**src/rtl/clock_key_ctrl.sv**
```systemverilog
// -----------------------------------------------------------------------------
// clock_key_ctrl
//
// Key-input controller and RUN/SET sequencer for the digital clock datapath.
// Each raw key passes through a 2-flop synchroniser and a debounce counter
// and produces a one-cycle press event. A RUN/SET_H/SET_M/SET_S state machine
// consumes those events and issues single-cycle inc/dec commands for the
// selected field. It also drives a run enable and a blink enable for the
// display.
//
// Optional feature: define CLOCK_KEY_REPEAT_EN to enable auto-repeat while
// inc/dec is held in a SET state. When it is undefined, no repeat hardware
// is built.
//
// Parameters
//   DEBOUNCE_CYC : cycles a synchronised key must be stable to change level
//   TIMEOUT_CYC  : idle cycles in a SET state before falling back to RUN
//   BLINK_CYC    : half-period of blink in SET states
//   REPEAT_DLY   : hold time before auto-repeat starts (repeat build only)
//   REPEAT_CYC   : auto-repeat pulse spacing (repeat build only)
//
// Ports
//   clk        in  1  system clock
//   rst        in  1  synchronous active-high reset
//   key        in  4  raw async keys: 0=mode 1=exit 2=inc 3=dec
//   field_sel  out 2  0=RUN 1=hour 2=minute 3=second
//   run_en     out 1  high in RUN; the datapath counts only while high
//   inc_pulse  out 1  one-cycle increment for the field in field_sel
//   dec_pulse  out 1  one-cycle decrement for the field in field_sel
//   blink      out 1  display enable for the selected field
// -----------------------------------------------------------------------------
module clock_key_ctrl #(
    parameter int DEBOUNCE_CYC = 1_000_000,
    parameter int TIMEOUT_CYC  = 500_000_000,
    parameter int BLINK_CYC    = 25_000_000,
    parameter int REPEAT_DLY   = 25_000_000,
    parameter int REPEAT_CYC   = 5_000_000
) (
    input  logic       clk,
    input  logic       rst,
    input  logic [3:0] key,
    output logic [1:0] field_sel,
    output logic       run_en,
    output logic       inc_pulse,
    output logic       dec_pulse,
    output logic       blink
);

    localparam int DW = (DEBOUNCE_CYC > 1) ? $clog2(DEBOUNCE_CYC) : 1;
    localparam int TW = (TIMEOUT_CYC  > 1) ? $clog2(TIMEOUT_CYC)  : 1;
    localparam int BW = (BLINK_CYC    > 1) ? $clog2(BLINK_CYC)    : 1;

    localparam logic [DW-1:0] DEB_MAX = DW'(DEBOUNCE_CYC - 1);
    localparam logic [TW-1:0] TMO_MAX = TW'(TIMEOUT_CYC - 1);
    localparam logic [BW-1:0] BLK_MAX = BW'(BLINK_CYC - 1);

    typedef enum logic [1:0] {
        ST_RUN   = 2'd0,
        ST_SET_H = 2'd1,
        ST_SET_M = 2'd2,
        ST_SET_S = 2'd3
    } state_t;

    // -------------------------------------------------------------------------
    // Per-key synchroniser, debounce and press-event generation
    // -------------------------------------------------------------------------
    logic [3:0] deb_lvl;   // debounced levels
    logic [3:0] press_ev;  // registered one-cycle press events

    genvar gi;
    generate
        for (gi = 0; gi < 4; gi++) begin : g_key
            logic          sync1_q;
            logic          sync2_q;
            logic          deb_q;
            logic          deb_dly_q;
            logic          ev_q;
            logic [DW-1:0] cnt_q;
            logic [DW-1:0] cnt_d;
            logic          deb_d;

            // The counter only runs while the synchronised level disagrees
            // with the debounced level; any agreement restarts the count.
            always_comb begin
                cnt_d = '0;
                deb_d = deb_q;
                if (sync2_q != deb_q) begin
                    if (cnt_q == DEB_MAX) begin
                        deb_d = sync2_q;
                    end else begin
                        cnt_d = cnt_q + 1'b1;
                    end
                end
            end

            always_ff @(posedge clk) begin
                if (rst) begin
                    sync1_q   <= 1'b0;
                    sync2_q   <= 1'b0;
                    deb_q     <= 1'b0;
                    deb_dly_q <= 1'b0;
                    ev_q      <= 1'b0;
                    cnt_q     <= '0;
                end else begin
                    sync1_q   <= key[gi];
                    sync2_q   <= sync1_q;
                    deb_q     <= deb_d;
                    deb_dly_q <= deb_q;
                    // Rising edge of the debounced level only; releases are silent.
                    ev_q      <= deb_q & ~deb_dly_q;
                    cnt_q     <= cnt_d;
                end
            end

            assign deb_lvl[gi]  = deb_q;
            assign press_ev[gi] = ev_q;
        end
    endgenerate

    // -------------------------------------------------------------------------
    // Event arbitration: exit > mode > inc/dec
    // -------------------------------------------------------------------------
    state_t state_q;
    state_t state_d;

    logic mode_ev;
    logic exit_ev;
    logic inc_ev;
    logic dec_ev;
    logic in_set;
    logic exit_acc;
    logic mode_acc;
    logic adj_ok;
    logic inc_acc;
    logic dec_acc;
    logic rpt_inc;
    logic rpt_dec;
    logic inc_fire;
    logic dec_fire;
    logic activity;
    logic tmo_hit;
    logic enter_set;

    logic [TW-1:0] tmo_cnt_q;
    logic [BW-1:0] blk_cnt_q;
    logic          blink_q;

    assign mode_ev  = press_ev[0];
    assign exit_ev  = press_ev[1];
    assign inc_ev   = press_ev[2];
    assign dec_ev   = press_ev[3];

    assign in_set   = (state_q != ST_RUN);
    assign exit_acc = in_set & exit_ev;
    // An exit in RUN is ignored and does not block a simultaneous mode press.
    assign mode_acc = mode_ev & ~exit_acc;
    assign adj_ok   = in_set & ~exit_ev & ~mode_ev;
    // Simultaneous inc and dec cancel each other.
    assign inc_acc  = adj_ok & inc_ev & ~dec_ev;
    assign dec_acc  = adj_ok & dec_ev & ~inc_ev;

    assign inc_fire = inc_acc | rpt_inc;
    assign dec_fire = dec_acc | rpt_dec;
    assign activity = exit_acc | mode_acc | inc_fire | dec_fire;
    // Any activity in the same cycle restarts the idle window instead.
    assign tmo_hit  = in_set & (tmo_cnt_q == TMO_MAX) & ~activity;

    // -------------------------------------------------------------------------
    // FSM: state register
    // -------------------------------------------------------------------------
    always_ff @(posedge clk) begin
        if (rst) begin
            state_q <= ST_RUN;
        end else begin
            state_q <= state_d;
        end
    end

    // -------------------------------------------------------------------------
    // FSM: next-state logic
    // -------------------------------------------------------------------------
    always_comb begin
        state_d = state_q;
        if (exit_acc) begin
            state_d = ST_RUN;
        end else if (mode_acc) begin
            state_d = state_t'(state_q + 2'd1);  // SET_S wraps back to RUN
        end else if (tmo_hit) begin
            state_d = ST_RUN;
        end
    end

    assign enter_set = (state_d != ST_RUN) && (state_d != state_q);

    // -------------------------------------------------------------------------
    // FSM: outputs
    // -------------------------------------------------------------------------
    always_comb begin
        field_sel = state_q;
        run_en    = (state_q == ST_RUN);
        inc_pulse = inc_fire;
        dec_pulse = dec_fire;
        // The pulse cycle itself is forced visible as well as the cycles after.
        blink     = ~in_set | inc_fire | dec_fire | blink_q;
    end

    // -------------------------------------------------------------------------
    // Idle timeout counter
    // -------------------------------------------------------------------------
    always_ff @(posedge clk) begin
        if (rst) begin
            tmo_cnt_q <= '0;
        end else if (!in_set || activity || enter_set || tmo_cnt_q == TMO_MAX) begin
            tmo_cnt_q <= '0;
        end else begin
            tmo_cnt_q <= tmo_cnt_q + 1'b1;
        end
    end

    // -------------------------------------------------------------------------
    // Blink generator
    // -------------------------------------------------------------------------
    always_ff @(posedge clk) begin
        if (rst) begin
            blink_q   <= 1'b1;
            blk_cnt_q <= '0;
        end else if (!in_set || enter_set || inc_fire || dec_fire) begin
            blink_q   <= 1'b1;
            blk_cnt_q <= '0;
        end else if (blk_cnt_q == BLK_MAX) begin
            blink_q   <= ~blink_q;
            blk_cnt_q <= '0;
        end else begin
            blk_cnt_q <= blk_cnt_q + 1'b1;
        end
    end

    // -------------------------------------------------------------------------
    // Auto-repeat
    // -------------------------------------------------------------------------
`ifdef CLOCK_KEY_REPEAT_EN
    localparam int RMAX = (REPEAT_DLY > REPEAT_CYC) ? REPEAT_DLY : REPEAT_CYC;
    localparam int RW   = (RMAX > 1) ? $clog2(RMAX) : 1;
    localparam logic [RW-1:0] DLY_MAX = RW'(REPEAT_DLY - 1);
    localparam logic [RW-1:0] CYC_MAX = RW'(REPEAT_CYC - 1);

    logic          rpt_arm_q;    // a held inc/dec is being tracked
    logic          rpt_dir_q;    // 0 = inc, 1 = dec
    logic          rpt_phase_q;  // 0 = initial delay, 1 = repeating
    logic [RW-1:0] rpt_cnt_q;
    logic          hold_lvl;
    logic [RW-1:0] rpt_lim;
    logic          rpt_hit;

    assign hold_lvl = rpt_dir_q ? deb_lvl[3] : deb_lvl[2];
    assign rpt_lim  = rpt_phase_q ? CYC_MAX : DLY_MAX;
    // Gated by the live debounced level so pulses stop as soon as it falls.
    assign rpt_hit  = rpt_arm_q & hold_lvl & adj_ok & (rpt_cnt_q == rpt_lim);
    assign rpt_inc  = rpt_hit & ~rpt_dir_q;
    assign rpt_dec  = rpt_hit &  rpt_dir_q;

    always_ff @(posedge clk) begin
        if (rst) begin
            rpt_arm_q   <= 1'b0;
            rpt_dir_q   <= 1'b0;
            rpt_phase_q <= 1'b0;
            rpt_cnt_q   <= '0;
        end else if (inc_acc || dec_acc) begin
            rpt_arm_q   <= 1'b1;
            rpt_dir_q   <= dec_acc;
            rpt_phase_q <= 1'b0;
            rpt_cnt_q   <= '0;
        end else if (rpt_arm_q) begin
            if (!hold_lvl || mode_ev || exit_ev || !in_set) begin
                rpt_arm_q   <= 1'b0;
                rpt_phase_q <= 1'b0;
                rpt_cnt_q   <= '0;
            end else if (rpt_hit) begin
                rpt_phase_q <= 1'b1;
                rpt_cnt_q   <= '0;
            end else begin
                rpt_cnt_q   <= rpt_cnt_q + 1'b1;
            end
        end
    end
`else
    logic unused_rpt_cfg;

    assign rpt_inc        = 1'b0;
    assign rpt_dec        = 1'b0;
    // Repeat configuration and held levels have no consumer in this build.
    assign unused_rpt_cfg = (^deb_lvl) ^ (REPEAT_DLY > 0) ^ (REPEAT_CYC > 0);
`endif

endmodule

```
**config.mk**
```make
export PLATFORM = sky130hd
export DESIGN_NAME = clock_key_ctrl
export DESIGN_NICKNAME = d
export VERILOG_FILES = /design/src/rtl/clock_key_ctrl.sv
export SDC_FILE = /design/constraint.sdc
export NUM_CORES = 1
export LEC_CHECK = 0
export CAP_MARGIN = 5
export CORE_MARGIN = 2
export CORE_UTILIZATION = 40
export CTS_CLUSTER_SIZE = 14
export DETAILED_ROUTE_END_ITERATION = 10
export HOLD_SLACK_MARGIN = 0.1
export PLACE_DENSITY_LB_ADDON = 0.1
export SYNTH_ARGS = -nofsm -noshare
export SYNTH_HDL_FRONTEND = slang
export SYNTH_SLANG_ARGS = --single-unit
```
**constraint.sdc**
```tcl
create_clock -name clk -period 1.8 [get_ports clk]
set_input_delay 0.18 -clock clk [delete_from_list [all_inputs] [get_ports clk]]
set_output_delay 0.18 -clock clk [all_outputs]
set_load 0.02 [all_outputs]
```
==> impl_metrics.toml, run 1 <==
[status]
status = "complete, but fails checks"
violations = "setup timing"

[final_layout]
drive_above_1_share_pct = 31.90
post-route-cell-area_um2 = 9608
antenna-diode-count = 0
mostFrequentLayoutCell = "dfxtp_1"
layout.cells.most_common_list = "dfxtp_1 (120), buf_4 (119), nor2_1 (67)"
finish.net_count = 953
layout-area-overhead-vs-synth_pct = 34.98

[timing]
timing.final.crit_period_ns = 1.962
slew_violations = 0
setup-violations-final = 67
skew_ns = 0.01149
clock.fmax_mhz = 509.8
post-route-period-util_pct = 109.0
worst_slack_ns = -0.1617
slew_headroom_pct = 72.86
max_slew.worst_pin.slew_ns = 0.4058
setup_total_negative_slack_ns = -8.052
timing.final.hold_violations = 0
rsz_0062_raised_after_global_routing = "yes"

[grt]
use_met3_pct = 4.157
grt_usage_pct = 18.25
antenna_found_initial = 0
grt_pass1_vias = 6145
groute.layer.met2.usage_pct = 30.96
use_met1_pct = 22.36
congestion_overflow_gr = 0
pin_count_of_the_biggest_net_entering_global_routing = 30
grt_first_pass_wirelength_mm = 27.72
routing_layer_with_the_top_usage_in_global_route = "met2"

[worst_setup_path]
start_kind = "flip-flop"
cp_data_arrival_time_ns = 2.28
critPathKind = "flip-flop to flip-flop"
regToRegStartpoint = "g_key[1].cnt_q[10]"
path_max_fanout = 10
cp.required_ns = 2.12
setup.worst_path.end_class = "flip-flop"
setup.worst_path.start = "g_key[1].cnt_q[10]"

[power]
power-per-cell-area_nw_per_um2 = 754.6
power.static_leakage_uw = 0.003020
ir_worst_vdd_mv = 0.6652
post-layout-total-power_uw = 7250

[placed_design]
port_buffers = 11
finalWeightedCongestion = 0.8209
place_worst_setup_slack_ns = -0.1605
place.detailed.hpwl_mm = 11.28
placedInstanceArea_um2 = 8472

[die]
initial_core_util_pct = 41.01
core-area_um2 = 17360
row_count = 48
die_w_um = 137.4
die-area_um2 = 18880
dieHeight_um = 137.4
floorplan.io_pins = 12

[drt]
firstDrtPassIters = 5
route.detailed.drc = 0
drt-total-wl_mm = 16.95
route.detailed.vias_per_inst = 5.373
drt-initial-drc-count = 328
antenna_left = 0
routed_wire_length_per_instance_um = 14.39
via_count = 6329

[cts]
cts-root-to-sink-buffers = 2
clock_slew_at_the_register_clock_pins_of_the_worst_setup_and_hold_paths_ns = 0.06
cts_htree_levels = 4
clock_tree.root_cell = "clkbuf_16"
clkSinkCount = 157
clk-insertion-delay-late_ns = 0.43
clock_tree_from_tritoncts = "yes"
cts_inserted_buffers = 17
ctsHoldBuffers = 0

[synthesis]
synth.top_cell.area_share_pct = 44.16
synth_area_leader_cell = "dfxtp_1"
synth.cell_area_um2 = 7118
yosys_register_bits = 157
ys_types = 46
netlist_instances = 815
synth_seq_area_share_pct = 44.16
synth_warnings = 0
syn_area_per_cell_um2 = 8.734
synth_top_cells_by_area = "dfxtp_1 (44%), xnor2_1 (5.0%), xor2_1 (3.8%)"
syn-num-nets = 828

[hold_path]
worstHoldStart = "key[1]"
min-delay-path-class = "primary input to flip-flop"

[job]
max_cap_violations = 0
## repair_timing
item / CTS / global route
setup endpoints to repair: 83 / 105
cloned: 1 / 3
resized for setup: 48 / 68
buffers inserted: 8 / 4
pin swaps: 20 / 19
## state kept, by name, summed over array words and instances, names as in the netlist, 2 cells and up
register,flops
blk_cnt_q,25
field_sel,2
g_key.cnt_q,80
g_key.deb_dly_q,4
g_key.deb_q,4
g_key.ev_q,2
g_key.sync1_q,4
g_key.sync2_q,4
tmo_cnt_q,29
## power breakdown
part	total (uW)	internal, uW	switching (uW)
registers	3470	3470	6.14
clock network	3700	2240	1460
logic	75.9	36.6	39.3
total	7250	5750	1500
## cell type report
| type | count | area [um^2] |
|---|---|---|
| fillers | 1543 | 7749 |
| multi-input cells | 595 | 4203 |
| flip-flops and latches | 157 | 3217 |
| repair buffers | 141 | 1179 |
| clock buffers | 21 | 491.7 |
| well taps | 225 | 281.5 |
| clock inverters | 11 | 128.9 |
| inverters | 28 | 107.6 |
## metrics by stage
step	hold WS [ns]	util, %	std cells
2_1_floorplan	0.3082	-	815
3_3_place_gp	0.3756	48.81	1131
3_5_place_dp	0.3854	48.81	1131
4_1_cts	0.2826	53.43	1172
5_1_grt	0.2894	55.36	1178
6_report	0.2969	55.36	1178
## cell families (layout without fill, tap and decap cells)
| group | after synthesis | in the layout | synth area share (%) |
|---|---|---|---|
| AOI/OAI and AO/OA | 129 | 129 | 11.34 |
| xor gates and xnor gates | 72 | 72 | 8.859 |
| adders and majority gates | 7 | 7 | 1.230 |
| buffers and inverters | 65 | 201 | 3.744 |
| DFF | 157 | 157 | 44.16 |
| and+or+nand+nor | 385 | 387 | 30.67 |
## final timing paths
kind	to	slack (ns)	cells past startpoint
worst min-delay path	g_key[1].sync1_q	0.30	2
worst min register to register	g_key[0].ev_q	0.39	1
worst max register to register	g_key[1].cnt_q[19]	-0.16	5
worst max-delay path	g_key[1].cnt_q[19]	-0.16	5
## routing by layer
layer | share of wire [%] | routed length [um]
met4 | 1.7 | 285
met2 | 49 | 8296
met5 | 0 | 0
met1 | 47 | 7904
met3 | 2.7 | 461
## critical path, stage by stage, from the launching register on
cell	delay, ns
dfxtp_2	0.31
or4b_1	0.51
or4_4	0.58
o21ai_4	0.21
clkbuf_16	0.19
a21oi_1	0.04
## cells in the mapped netlist, drive strengths merged
cell type  number
or2             2
o21ba           2
nor3b           7
nand2          48
nand2b          3
nor4bb          1
nor2           68
dfxtp         157
nor4b           4
o21ai          34
o21a            2
o31ai          26
clkbuf         26
or4b            4
nor2b          16
or4            34
nand4b          1
buf            11
xnor2          41
a21oi          30
or4bb           1
a211oi         28
or3            38
and2           10
and3            9
a31oi           3
o211ai          1
nand4          33
nor3           33
xor2           31
nand3          42
o22ai           2
inv            28
ha              7
nor4           13
or3b            4
and4           14
a21o            1
No activity file was read; power rests on OpenSTA's default activity.
==> inputs of run 2 (changes only) <==
Settings changed: HOLD_SLACK_MARGIN 0.1 to not set.
==> results of run 2 <==
No change in the layout: final DEF, timing and power equal those of run 1.
